===== config.mk =====
export PLATFORM = sky130hd
export DESIGN_NAME = mmio_gpio
export DESIGN_NICKNAME = d
export VERILOG_FILES = /design/src/rtl/mmio_gpio.sv
export SDC_FILE = /design/constraint.sdc
export NUM_CORES = 1
export LEC_CHECK = 0
export BUFFER_PORTS_ARGS = -buffer_cell sky130_fd_sc_hd__clkbuf_2
export CAP_MARGIN = 20
export CORE_UTILIZATION = 42
export CTS_BUF_LIST = sky130_fd_sc_hd__clkbuf_4 sky130_fd_sc_hd__clkbuf_8 sky130_fd_sc_hd__clkbuf_16
export DETAILED_ROUTE_END_ITERATION = 10
export GPL_ROUTABILITY_DRIVEN = 0
export HOLD_SLACK_MARGIN = 0.1
export PLACE_DENSITY = 0.76
export SLEW_MARGIN = 20
export SYNTH_ARGS = -nofsm -noshare
export SYNTH_HDL_FRONTEND = slang
export SYNTH_SLANG_ARGS = --single-unit
export TNS_END_PERCENT = 50

===== constraint.sdc =====
create_clock -name clk -period 1.3 [get_ports clk]
set_input_delay 0.065 -clock clk [delete_from_list [all_inputs] [get_ports clk]]
set_output_delay 0.065 -clock clk [all_outputs]
set_load 0.01 [all_outputs]

===== src/rtl/mmio_gpio.sv =====
// Memory-mapped GPIO peripheral: LED register with toggle mode, debounced switch inputs,
// sticky rising-edge status and a level interrupt; unmapped addresses pass RAM data through.
module mmio_gpio #(
  parameter int ADDR_W     = 5,
  parameter int DATA_W     = 32,
  parameter int N_OUT      = 4,
  parameter int N_IN       = 5,
  parameter int DEB_CYCLES = 16
) (
  input  logic              clk,
  input  logic              reset,
  input  logic              MemWrite,
  input  logic [ADDR_W-1:0] dir,
  input  logic [DATA_W-1:0] D,
  input  logic [DATA_W-1:0] ReadData,
  output logic [DATA_W-1:0] ReadDataOut,
  input  logic [N_IN-1:0]   sw,
  output logic [N_OUT-1:0]  LED,
  output logic              irq
);

  localparam int CNT_W = $clog2(DEB_CYCLES + 1);
  localparam logic [CNT_W-1:0]  CNT_TC = CNT_W'(DEB_CYCLES - 1);
  localparam logic [ADDR_W-1:0] LED_A  = ADDR_W'((2 ** ADDR_W) - 1);
  localparam logic [ADDR_W-1:0] IN_A   = ADDR_W'((2 ** ADDR_W) - 2);
  localparam logic [ADDR_W-1:0] EDGE_A = ADDR_W'((2 ** ADDR_W) - 3);
  localparam logic [ADDR_W-1:0] CTRL_A = ADDR_W'((2 ** ADDR_W) - 4);

  logic [1:0]      ctrl_q;
  logic [N_IN-1:0] sync1_q, sync2_q, stable_q, stable_nxt, edge_q, rise, clr;
  logic [CNT_W-1:0] cnt_q [N_IN];
  logic            wr_led, wr_edge, wr_ctrl;
  logic            unused_d;

  assign wr_led  = MemWrite && (dir == LED_A);
  assign wr_edge = MemWrite && (dir == EDGE_A);
  assign wr_ctrl = MemWrite && (dir == CTRL_A);
  assign unused_d = ^D;

  // A bit adopts the synchronised value once it has disagreed for DEB_CYCLES consecutive edges.
  always_comb begin
    stable_nxt = stable_q;
    for (int i = 0; i < N_IN; i++) begin
      if ((sync2_q[i] != stable_q[i]) && (cnt_q[i] == CNT_TC)) stable_nxt[i] = sync2_q[i];
    end
    rise = stable_nxt & ~stable_q;
    clr  = wr_edge ? D[N_IN-1:0] : '0;
  end

  always_ff @(posedge clk or posedge reset) begin
    if (reset) begin
      sync1_q  <= '0;
      sync2_q  <= '0;
      stable_q <= '0;
      edge_q   <= '0;
      for (int i = 0; i < N_IN; i++) cnt_q[i] <= '0;
    end else begin
      sync1_q  <= sw;
      sync2_q  <= sync1_q;
      stable_q <= stable_nxt;
      // Clear first, then OR in new rises so a same-edge set survives the clear.
      edge_q   <= (edge_q & ~clr) | rise;
      for (int i = 0; i < N_IN; i++) begin
        if ((sync2_q[i] == stable_q[i]) || (cnt_q[i] == CNT_TC)) cnt_q[i] <= '0;
        else                                                  cnt_q[i] <= cnt_q[i] + 1'b1;
      end
    end
  end

  always_ff @(posedge clk or posedge reset) begin
    if (reset) begin
      LED    <= '0;
      ctrl_q <= '0;
    end else begin
      if (wr_led) LED <= ctrl_q[1] ? (LED ^ D[N_OUT-1:0]) : D[N_OUT-1:0];
      if (wr_ctrl) ctrl_q <= D[1:0];
    end
  end

  assign irq = ctrl_q[0] & (|edge_q);

  always_comb begin
    ReadDataOut = ReadData;
    if      (dir == LED_A)  ReadDataOut = DATA_W'(LED);
    else if (dir == IN_A)   ReadDataOut = DATA_W'(stable_q);
    else if (dir == EDGE_A) ReadDataOut = DATA_W'(edge_q);
    else if (dir == CTRL_A) ReadDataOut = DATA_W'(ctrl_q);
  end

endmodule


* After elaboration in Yosys (flattened, before gate mapping) *
Cells that the tools add are included.

storage, ports and cells
  register bits = 51
  output and inout bits = 37
  logic and storage cells = 72
  bits of input ports = 77

operators by class
  reductions and logical operators = 14
  add/sub/neg operators = 5
  bitwise gates (word level) = 7
  multiplexer cells = 16
  eq/ne operators = 19

operator list
  kind                                                              count
  32-bit two-way mux                                                4
  5-bit two-way mux                                                 6
  5-bit by 1-bit adder with 5-bit output (second input constant)    5
  5-bit by 4-bit == test with 1-bit output (second input constant)  5
  5-bit == test (second input constant)                             4
  5-bit bitwise AND                                                 2
  5-bit inverter                                                    2
  1-bit logical AND                                                 8
  1-bit == test                                                     5
  1-bit logical OR                                                  5
  1-bit two-way mux                                                 5
  1-bit != test                                                     5
  5-bit bitwise OR                                                  1
  5-bit OR reduction                                                1
  4-bit two-way mux                                                 1
  4-bit XOR                                                         1
  1-bit bitwise AND                                                 1

* Longest topological paths before layout *
  depth after elaboration = 6
  depth in mapped cells = 5
  depth with buffers taken out = 5

* Least setup slack after synthesis *
No wires, ideal clock.

  path kind = reg-to-reg
  start = register cnt_q[15] in the netlist's numbering
  end = register cnt_q[17] in the netlist's numbering
  setup slack = -5 ps
  arrival = 1234 ps
  path buffers = 0
  cell stages (with the launch flop) = 6
  library setup time = 72 ps
  cells stage by stage = dfrtp_1 > ha_1 > and3_1 > ha_1 > nand2b_1 > nor2_1

on the way
  longest elaborated chain between the ends = 3

ends and longest elaborated chain
  item                                                                            RTL line  RTL
  start: declaration                                                              31        logic [CNT_W-1:0] cnt_q [N_IN];
  start signal: indexed assignment                                                65        else cnt_q[i] <= cnt_q[i] + 1'b1;
  branches (longest 2 deep; another with 5-bit by 1-bit adder with 5-bit output)  -
  5-bit two-way mux (*)                                                           64        if ((sync2_q[i] == stable_q[i]) || (cnt_q[i] == CNT_TC)) cnt_q[i] <= '0;

Every way passes the cells marked *.
A chain may end at the register's enable or synchronous reset.

* Worst setup path after layout *
  start = register edge_q[2]
  end = output port irq

on the way
  longest elaborated chain between the ends = 2

ends and longest elaborated chain
  item                      RTL line  RTL
  start: declaration        30        logic [N_IN-1:0] sync1_q, sync2_q, stable_q, stable_nxt, edge_q, rise, clr;
  start signal: assignment  62        edge_q <= (edge_q & ~clr) | rise;
  5-bit OR reduction        80        assign irq = ctrl_q[0] & (|edge_q);
  1-bit bitwise AND         80
  end: declaration          19        output logic irq

No other way between the ends.

==> flow_metrics.env <==
export IMPL_grt_pass1_wl_um=9130
export IMPL_layout_min_cycle_time_ps=1610
export IMPL_r2r_cells=5
export IMPL_final_max_slew_viol_count=0
export IMPL_post_place_cells=413
export IMPL_startpoint="edge_q[2]"
export IMPL_rsz0062_at_grt="yes"
export IMPL_hold_violations=0
export IMPL_worstMarginPinSlew_ps=412
export IMPL_reg2reg_slack_ps=30
export IMPL_combPwrFrac=0.223
export IMPL_synth_edff_count=0
export IMPL_synthesis_nets=326
export IMPL_fin_setup_tns_ps=-931
export IMPL_clock_skew_ps=8.48
export IMPL_post_route_period_util=1.24
export IMPL_syn_area_per_cell_um2=10.2
export IMPL_initial_core_util=0.439
export IMPL_hold_ws_ps=168
export IMPL_grt_max_degree=21
export IMPL_sw_frac_of_total=0.271
export IMPL_internal_power_mw=2.54
export IMPL_die_area_um2=6140
export IMPL_p_leak_nw=1.74
export IMPL_rr_startpoint="cnt_q[10]"
export IMPL_p_seq_frac=0.515
export IMPL_drc=0
export IMPL_drive_gt1_frac=0.449
export IMPL_layoutNonFillerInstCount=442
export IMPL_fin_area_um2=3560
export IMPL_final_antenna_net_count=0
export IMPL_ys_async_sr_fraction=1.00
export IMPL_synth_seq_cells=51
export IMPL_whs_path_depth=3
export IMPL_cp_end_kind="output pin"
export IMPL_max_vdd_ir_drop_uv=432
export IMPL_antenna_found_initial=0
export IMPL_routedWlPerCell_um=13.0
export IMPL_max_cap_violations=0
export IMPL_clock_latency_ps=300
export IMPL_cts_htree_levels=2
export IMPL_layout_setup_ws_ps=-313
export IMPL_dp_hpwl_um=4350
export IMPL_path_class="register to output pin"
export IMPL_pre_cts_ws_ps=-79.5
export IMPL_die_h_um=78.3
export IMPL_min_to="ctrl_q[0]"
export IMPL_hold_path_class="primary input to register"
export IMPL_yosys_warnings=0
export IMPL_path_clk_slew_ps=90
export IMPL_pin_count=114
export IMPL_overflow=0
export IMPL_diodes=0
export IMPL_syn_area_um2=2450
export IMPL_dpl_cell_area_um2=3150
export IMPL_cts_buffers=5
export IMPL_startpoint_type="register"
export IMPL_p_switching_uw=941
export IMPL_path_max_fanout=2
export IMPL_cts_tree="yes"
export IMPL_run_status="finished with violations"
export IMPL_die_width_um=78.3
export IMPL_hp_start="MemWrite"
export IMPL_drt_initial_drc_count=76
export IMPL_core_um2=5570
export IMPL_cts_buffer_depth=2
export IMPL_port_buffers=86
export IMPL_first_global_vias=2008
export IMPL_root_buffer="clkbuf_8"
export IMPL_setup_viol=5
export IMPL_ys_seq_area_frac=0.521
export IMPL_reg2reg_to="cnt_q[13]"
export IMPL_worstPathArrival_ps=1550
export IMPL_violations="setup timing"
export IMPL_fin_nets=457
export IMPL_netlist_instances=239
export IMPL_area_growth_pct=45.4
export IMPL_final_util=0.639
export IMPL_avgViaCountPerCell=4.93
export IMPL_fill_cells=457
export IMPL_num_rows=27
export IMPL_synth_flop_cell="dfrtp_1"
export IMPL_fmax_mhz=620
export IMPL_num_vias=2181
export IMPL_relSlewSlack=0.725
export IMPL_dr_pass1_iters=4
export IMPL_power_frac_clock=0.262
export IMPL_cts_sinks=51
export IMPL_yosysUniqueCellTypes=33
export IMPL_wirelength_um=5740
export IMPL_powerDensity_nw_per_um2=977
export IMPL_finalPower_mw=3.48
export IMPL_grtUsageTotal=0.195
export IMPL_worstPathRequired_ps=1240
-- worst max-delay path: stages (launching register included) --
cell	delay (ps)
dfrtp_1	390
or4_1	520
o21a_1	200
clkbuf_2	130
-- Yosys cell counts (2+ instances only) --
library cell  instances  area [µm²]
a21oi_1               6        30.0
a31oi_1               5        31.3
a32oi_1               2        17.5
and2_1               28         175
and3_1                6        37.5
and4_1                2        17.5
buf_2                 2        10.0
clkbuf_1              3        11.3
clkbuf_2              2        10.0
dfrtp_1              51        1280
ha_1                 10         125
inv_1                16        60.1
mux2_2                2        22.5
nand2_1              10        37.5
nand2b_1              5        31.3
nand3_1              16        80.1
nor2_1               27         101
nor3_1                2        10.0
o21a_1                2        15.0
o21ai_0              11        55.1
o2bb2ai_1             5        43.8
or2_2                 2        12.5
xnor2_1               5        43.8
xor2_1               10        87.6
-- registers in the layout, summed over array words and instances (netlist names) --
register,cells
ctrl_q,2
sync1_q,5
sync2_q,5
LED,4
stable_q,5
edge_q,5
cnt_q,25
-- logic make-up (layout without fill, tap and decap cells) --
logic type      Yosys count  in the layout  synth area share
mux                       4              4            0.0291
fa+ha+maj                10             10            0.0511
simple gates            102            102             0.217
flops                    51             51             0.521
xor+xnor                 15             15            0.0537
buf+inv                  25            156            0.0450
compound gates           32             32            0.0823
-- placed cells by master, fill, tap and decap left out, drive strengths merged --
master and instances:
nand3 16, nor2b 1, nor2 27, o21a 2, clkbuf 91, nand3b 1
mux2 2, dlygate4sd3 11, xnor2 5, nand2 10, xor2 10, or4 1
o2bb2ai 5, dfrtp 51, mux4 2, nor3 2, o21ai 11, a32oi 2
a21oi 6, buf 37, clkinv 1, a31oi 5, inv 16, or2 2
and2 29, and3 6, ha 10, and4 2, o22a 1, nand2b 5
-- power groups by stage --
stage,clock (mW),sequential (mW),combinational (mW)
after floorplan,0,1.82,0.337
after global placement,0,1.81,0.662
after detailed placement,0,1.82,0.676
after CTS,0.943,1.79,0.736
after global routing,1.01,1.81,0.860
final,0.911,1.79,0.776
-- area by class of cell --
cell class	count	area (µm²)	area share
clock buffer	6	82.6	0.0232
inverter	16	60.1	0.0169
sequential	51	1280	0.359
timing repair buffer	133	836	0.235
multi-input combinational	163	1210	0.340
clock inverter	1	5.00	0.00141
tap	72	90.1	0.0253
-- worst max-delay path by stage --
| stage | to | slack (ps) |
|---|---|---|
| floorplan | cnt_q[12] | -5 |
| global placement | cnt_q[13] | -40 |
| detailed placement | cnt_q[8] | -80 |
| CTS | irq | -340 |
| global route | irq | -360 |
| finish | irq | -310 |
-- metal layers --
layer  wire [µm]  GRT usage
met4         101     0.0759
met2        3020      0.355
met3         370     0.0384
met1        2240      0.222
met5           0          0
-- what timing repair did --
item	CTS	global route
setup endpoints to repair	31	35
pin swaps	4	13
hold buffers	11	0
endpoints found under the hold margin	67	0
buffers inserted	5	6
resized for setup	15	23
Power figures use the tool's default switching activity.
